`src/rtl/rab_inv_engine.sv`:
```
// rab_inv_engine: one [min,max] request clears overlapping L1 slices, then walks the touched L2 TLB sets.
// Build option RAB_INV_L2_EN includes the L2 set walk; without it only the L1 slices are cleared.
module rab_inv_engine #(
    parameter int ADDR_WIDTH       = 32,
    parameter int N_SLICES         = 16,
    parameter int L2_N_SETS        = 32,
    parameter int L2_N_SET_ENTRIES = 32,
    parameter int PAGE_OFFSET      = 12,
    localparam int VW  = ADDR_WIDTH - PAGE_OFFSET,
    localparam int SW  = $clog2(L2_N_SETS),
    localparam int EW  = $clog2(L2_N_SET_ENTRIES),
    localparam int LAW = SW + EW
) (
    input  logic                           Clk_CI,
    input  logic                           Rst_RBI,
    input  logic [ADDR_WIDTH-1:0]          InvAddrMin_DI,
    input  logic [ADDR_WIDTH-1:0]          InvAddrMax_DI,
    input  logic                           InvValid_SI,
    output logic                           InvReady_SO,
    input  logic [N_SLICES*ADDR_WIDTH-1:0] L1AddrMin_DI,
    input  logic [N_SLICES*ADDR_WIDTH-1:0] L1AddrMax_DI,
    input  logic [N_SLICES-1:0]            L1En_SI,
    output logic [N_SLICES-1:0]            L1Clr_SO,
    output logic [LAW-1:0]                 L2RdAddr_DO,
    output logic                           L2Rd_SO,
    input  logic                           L2RdValid_DI,
    input  logic [VW-1:0]                  L2RdVpn_DI,
    output logic [LAW-1:0]                 L2WrAddr_DO,
    output logic                           L2Clr_SO,
    output logic                           Busy_SO,
    output logic                           Done_SO,
    output logic [15:0]                    InvCnt_DO
);
    localparam int VW1 = VW + 1;

    typedef enum logic [2:0] {IDLE, L1, L2_SCAN, L2_DRAIN, DONE} state_e;

    state_e                state_q, state_d;
    logic [ADDR_WIDTH-1:0] min_q, min_d, max_q, max_d;
    logic [15:0]           cnt_q, cnt_d, cnt_inc;
    logic [N_SLICES-1:0]   l1_hit;
    logic                  l2_clr;

    function automatic logic [15:0] popcount(input logic [N_SLICES-1:0] v);
        logic [15:0] n;
        n = '0;
        for (int i = 0; i < N_SLICES; i++) n = n + 16'(v[i]);
        return n;
    endfunction

    function automatic logic [15:0] sat_add(input logic [15:0] a, input logic [15:0] b);
        logic [16:0] s;
        s = {1'b0, a} + {1'b0, b};
        return s[16] ? 16'hFFFF : s[15:0];
    endfunction

    always_comb begin
        for (int i = 0; i < N_SLICES; i++) begin
            l1_hit[i] = L1En_SI[i]
                        && (L1AddrMin_DI[i*ADDR_WIDTH +: ADDR_WIDTH] <= max_q)
                        && (L1AddrMax_DI[i*ADDR_WIDTH +: ADDR_WIDTH] >= min_q);
        end
    end

`ifdef RAB_INV_L2_EN
    logic [SW-1:0]  set_q, set_d, sets_left_q, sets_left_d;
    logic [EW-1:0]  entry_q, entry_d;
    logic           rd_pend_q;
    logic [LAW-1:0] wr_addr_q;
    logic [VW-1:0]  vmin, vmax;
    logic [VW:0]    npages;

    // Page count is one bit wider so a range covering the whole address space does not wrap to 0.
    assign vmin        = min_q[ADDR_WIDTH-1:PAGE_OFFSET];
    assign vmax        = max_q[ADDR_WIDTH-1:PAGE_OFFSET];
    assign npages      = {1'b0, vmax} - {1'b0, vmin} + {{VW{1'b0}}, 1'b1};
    assign l2_clr      = rd_pend_q && L2RdValid_DI && (L2RdVpn_DI >= vmin) && (L2RdVpn_DI <= vmax);
    assign L2Rd_SO     = (state_q == L2_SCAN);
    assign L2RdAddr_DO = {set_q, entry_q};
    assign L2WrAddr_DO = wr_addr_q;
    assign L2Clr_SO    = l2_clr;

    always_ff @(posedge Clk_CI or negedge Rst_RBI) begin
        if (!Rst_RBI) begin
            set_q       <= '0;
            sets_left_q <= '0;
            entry_q     <= '0;
            rd_pend_q   <= 1'b0;
            wr_addr_q   <= '0;
        end else begin
            set_q       <= set_d;
            sets_left_q <= sets_left_d;
            entry_q     <= entry_d;
            rd_pend_q   <= L2Rd_SO;
            wr_addr_q   <= L2RdAddr_DO;
        end
    end
`else
    logic unused_l2;
    assign unused_l2   = L2RdValid_DI ^ (^L2RdVpn_DI);
    assign l2_clr      = 1'b0;
    assign L2Rd_SO     = 1'b0;
    assign L2RdAddr_DO = '0;
    assign L2WrAddr_DO = '0;
    assign L2Clr_SO    = 1'b0;
`endif

    always_comb begin
        state_d  = state_q;
        min_d    = min_q;
        max_d    = max_q;
        cnt_d    = cnt_q;
        cnt_inc  = '0;
        L1Clr_SO = '0;
`ifdef RAB_INV_L2_EN
        set_d       = set_q;
        sets_left_d = sets_left_q;
        entry_d     = entry_q;
`endif
        unique case (state_q)
            IDLE: begin
                if (InvValid_SI) begin
                    min_d   = InvAddrMin_DI;
                    max_d   = InvAddrMax_DI;
                    cnt_d   = '0;
                    state_d = (InvAddrMin_DI > InvAddrMax_DI) ? DONE : L1;
                end
            end
            L1: begin
                L1Clr_SO = l1_hit;
                cnt_inc  = popcount(l1_hit);
`ifdef RAB_INV_L2_EN
                entry_d = '0;
                if (npages < VW1'(L2_N_SETS)) begin
                    set_d       = vmin[SW-1:0];
                    sets_left_d = SW'(npages - {{VW{1'b0}}, 1'b1});
                end else begin
                    set_d       = '0;
                    sets_left_d = '1;
                end
                state_d = L2_SCAN;
`else
                state_d = DONE;
`endif
            end
`ifdef RAB_INV_L2_EN
            L2_SCAN: begin
                entry_d = entry_q + 1'b1;
                if (entry_q == '1) begin
                    if (sets_left_q == '0) begin
                        state_d = L2_DRAIN;
                    end else begin
                        set_d       = set_q + 1'b1;
                        sets_left_d = sets_left_q - 1'b1;
                    end
                end
            end
            L2_DRAIN: state_d = DONE;
`endif
            DONE:    state_d = IDLE;
            default: state_d = IDLE;
        endcase
        cnt_inc = cnt_inc + 16'(l2_clr);
        if (cnt_inc != '0) cnt_d = sat_add(cnt_q, cnt_inc);
    end

    always_ff @(posedge Clk_CI or negedge Rst_RBI) begin
        if (!Rst_RBI) begin
            state_q <= IDLE;
            min_q   <= '0;
            max_q   <= '0;
            cnt_q   <= '0;
        end else begin
            state_q <= state_d;
            min_q   <= min_d;
            max_q   <= max_d;
            cnt_q   <= cnt_d;
        end
    end

    assign InvReady_SO = (state_q == IDLE);
    assign Busy_SO     = ~InvReady_SO;
    assign Done_SO     = (state_q == DONE);
    assign InvCnt_DO   = cnt_q;

endmodule

```
`config.mk`:
```
export PLATFORM = sky130hd
export DESIGN_NAME = rab_inv_engine
export DESIGN_NICKNAME = d
export VERILOG_FILES = /design/src/rtl/rab_inv_engine.sv
export SDC_FILE = /design/constraint.sdc
export NUM_CORES = 2
export LEC_CHECK = 0
export BUFFER_PORTS_ARGS = -buffer_cell sky130_fd_sc_hd__buf_2
export CAP_MARGIN = 40
export CORE_AREA = 2 2 457 459
export DETAILED_ROUTE_END_ITERATION = 12
export DIE_AREA = 0 0 459 461
export MAX_ROUTING_LAYER = met4
export SLEW_MARGIN = 0
export SYNTH_ARGS = -nofsm -noshare
export SYNTH_HDL_FRONTEND = slang
export SYNTH_SLANG_ARGS = --single-unit
```
`constraint.sdc`:
```
create_clock -name Clk_CI -period 6.45 [get_ports Clk_CI]
set_clock_uncertainty 0.05 [all_clocks]
set_input_delay 0.3225 -clock Clk_CI [delete_from_list [all_inputs] [get_ports Clk_CI]]
set_output_delay 0.3225 -clock Clk_CI [all_outputs]
set_load 0.01 [all_outputs]
```
==> metrics.yaml <==
status: "complete, but fails checks"
violated_checks: "setup timing"
timing_worst_slew_pin_value_ns: 0.728
timing.final.crit_share_pct: 113
timing.final.hold_violations: 0
synth_area_leaders: "sky130_fd_sc_hd__ha_1 50%, sky130_fd_sc_hd__dfrtp_1 7.7%, sky130_fd_sc_hd__a21oi_1 7.2%"
setup_ws_ns: -0.867
syn_area_per_cell_um2: 8.41
maximum_number_of_pins_on_one_net_before_global_route_repair: 101
chipWidth_um: 459
critical_path.slowest_cell: "sky130_fd_sc_hd__fa_2"
synthesis.area_um2: 26800
maxSlewHeadroom_pct: 51.4
synth_enable_flop_cells: 0
post-layout-total-power_w: 0.0110
most_frequent_cells_in_the_layout: "1144 x sky130_fd_sc_hd__buf_2, 1048 x sky130_fd_sc_hd__ha_1, 530 x sky130_fd_sc_hd__buf_4"
grt_remaining_overflow: 0
vdd.ir_drop.worst_uv: 140
path_common_cell: "sky130_fd_sc_hd__fa_2"
synth_compound_area_share_pct: 21.4
yosys-mux-area-fraction_pct: 0.0374
layout.nets: 7139
post-route-min-period_ns: 7.32
power_leakage_nw: 21.4
wl_per_cell_um: 29.0
timing.critical_path.buf_inv: 3
synth_xor_area_share_pct: 0.131
clk-insertion-delay-late_ns: 0.44
synthArstFlopShare_pct: 100
syn2layout_area_growth_pct: 59.8
fp.coreArea_um2: 206000
design.die.area_um2: 212000
critical-path-top-delay-family: "adder cells"
synth.ff_latch_count: 82
num_io_pins: 1185
cts_buffers: 9
layout.core_utilization_pct: 20.7
max_cap_violations: 0
critPathMaxFanout: 6
floorplan.initialDensity_pct: 13.0
cp-end-kind: "flop"
route.detailed.drc: 0
synthCells: 3185
drt_wl_total_mm: 225
final_area_um2: 42800
grt_setup_unrepaired: "true"
synthAdderAreaFrac_pct: 50.6
critPathRequiredTime_ns: 6.69
clk_pin_slew_worst_paths_ns: 0.09
synthDistinctLibCells: 70
viasPerCell: 4.38
buffer_ports.inserted: 1141
synth_largest_area_cell: "sky130_fd_sc_hd__ha_1"
clock.fmax_ghz: 0.137
timing_max_transition_violations_final: 0
synth_top_area_share_pct: 49.8
tritoncts_clock_tree: "built"
max_stage_delay_on_crit_path_ns: 0.55
setup_violations: 16
worst_ep_arrival_time_ns: 7.56
grt_pass1_wl_mm: 290
postRouteAntennaNets: 0
htree_levels: 3
synth_top_flop_cell: "sky130_fd_sc_hd__dfrtp_1"
ys_warn_count: 0
worst_setup_path_start_kind: "flop"
synth-seq-area-share_pct: 7.66
cts.sinks: 82
synth-simple-area-share_pct: 17.0
power.density_nw_per_um2: 258
final_common_cell: "sky130_fd_sc_hd__buf_2"
ctsRootBufferMaster: "sky130_fd_sc_hd__clkbuf_16"
via_count_of_the_first_global_routing_pass: 33800
placedInstanceArea_um2: 41300
die_h_um: 461
grt_antenna_before_repair: 143
drt-initial-drc-count: 2306
post-place-ws_ns: -1.63
drtPass1Iterations: 5
place.detailed.hpwl_mm: 206
max-clock-path-buffers: 2
gpl.final_weighted_congestion: 1.00
dominant_combinational_cell_family_by_area_after_synthesis: "adder cells"
layout-drive-gt1-share_pct: 39.2
via_count: 34000
critical_path_class: "flop to flop"
num_rows: 167
worstHoldPathType: "input pin to flop"
groute.usage.overall_pct: 20.9
-- logic make-up (layout without fill, tap and decap cells) --
kind of cell / after synthesis / count (layout)
adders and majority gates: 1077 / 1077
buffers and inverters: 197 / 1930
other: 1 / 135
muxes: 1 / 1
and+or+nand+nor: 892 / 892
DFF: 82 / 82
AOI/OAI and AO/OA: 931 / 931
xor gates and xnor gates: 4 / 4
-- per-layer routing --
metal	track usage, %	up-vias	part of all wire, %	wire length (um)
li1	-	16100	-	-
met1	27.0	16200	45	102000
met4	4.55	0	2.1	4690
met5	-	-	0	0
met3	5.63	177	8.3	18700
met2	32.5	1461	44	99900
-- report_power, final --
| group | internal [W] | switching [W] | leakage [nW] |
|---|---|---|---|
| clock | 0.000277 | 0.000356 | 0.150 |
| combinational | 0.00420 | 0.00550 | 20.2 |
| sequential | 0.000642 | 0.0000628 | 1.03 |
-- final timing paths --
kind | start | endpoint | slack, ns | cells past startpoint
min in group asynchronous | Rst_RBI | min_q[22] | 0.39 | 2
max in group asynchronous | Rst_RBI | max_q[15] | 4.93 | 4
worst min register to register | InvCnt_DO[2] | InvCnt_DO[2] | 0.51 | 2
worst min-delay path | InvAddrMax_DI[3] | max_q[3] | 0.07 | 3
worst max register to register | max_q[1] | InvCnt_DO[5] | -0.87 | 26
worst max-delay path | max_q[1] | InvCnt_DO[5] | -0.87 | 26
-- area by class of cell --
cell class,instances,area [um^2]
Fill cell,23100,164000
Multi-Input combinational cell,2927,24900
Timing Repair Buffer,1759,11300
Tap cell,2704,3380
Sequential cell,82,2050
Inverter,155,638
Antenna cell,113,283
Clock buffer,9,225
Clock inverter,7,76.3
-- timing repair --
item | in CTS | in global routing
buffers inserted | 12 | 19
endpoints found under the hold margin | 29 | 0
hold buffers | 1 | 0
setup endpoints to repair | 16 | 16
pin swaps | 45 | 79
resized for setup | 61 | 106
-- state kept, by name (all words and copies together), names as in the netlist --
name	count
InvCnt_DO	16
max_q	32
min_q	32
state_q	2
-- worst register-to-register path, delay by kind of cell, from the launching register on --
| family | cells | cell delay (ns) |
|---|---|---|
| AO/OA/AOI/OAI | 9 | 2.21 |
| XOR/XNOR | 1 | 0.18 |
| adder cells (fa/ha/maj) | 8 | 3.18 |
| buffers and inverters | 3 | 0.50 |
| flip-flops | 1 | 0.38 |
| AND/OR/NAND/NOR | 5 | 0.65 |
-- cell usage after synthesis, types with 5 or more instances --
library cell                   n
sky130_fd_sc_hd__buf_4        22
sky130_fd_sc_hd__and2_0       10
sky130_fd_sc_hd__o2111ai_1    12
sky130_fd_sc_hd__nand3_1     101
sky130_fd_sc_hd__a211oi_1     61
sky130_fd_sc_hd__a21o_1       90
sky130_fd_sc_hd__nor4_1       31
sky130_fd_sc_hd__a2111oi_0    20
sky130_fd_sc_hd__a41oi_1      13
sky130_fd_sc_hd__or4_1         6
sky130_fd_sc_hd__nand2_1     308
sky130_fd_sc_hd__a31oi_1       9
sky130_fd_sc_hd__nor2_1       96
sky130_fd_sc_hd__nand3b_1      5
sky130_fd_sc_hd__inv_1       155
sky130_fd_sc_hd__a21boi_0     12
sky130_fd_sc_hd__a221o_1      14
sky130_fd_sc_hd__nand2b_1     18
sky130_fd_sc_hd__nand4_1     150
sky130_fd_sc_hd__dfrtp_1      82
sky130_fd_sc_hd__fa_1         11
sky130_fd_sc_hd__o31ai_1       5
sky130_fd_sc_hd__ha_1       1066
sky130_fd_sc_hd__and2_1       19
sky130_fd_sc_hd__and3_1        9
sky130_fd_sc_hd__nor3_1       41
sky130_fd_sc_hd__a221oi_1     23
sky130_fd_sc_hd__clkbuf_1     18
sky130_fd_sc_hd__o21a_1       10
sky130_fd_sc_hd__o211ai_1     25
sky130_fd_sc_hd__and4_1       40
sky130_fd_sc_hd__a21oi_1     383
sky130_fd_sc_hd__o21ai_0     195
sky130_fd_sc_hd__a211o_1      14
sky130_fd_sc_hd__nor2b_1      40
-- stage by stage --
step           cells  setup TNS, ns  hold WS, ns
2_1_floorplan   3206         -0.204      -0.0231
3_3_place_gp    7585         -33.18        0.373
3_5_place_dp    7599         -23.78        0.368
4_1_cts         7626         -13.51       0.0312
5_1_grt         7730         -16.60       0.0682
6_report        7756         -12.32       0.0677
(Power assumes the default switching activity.)
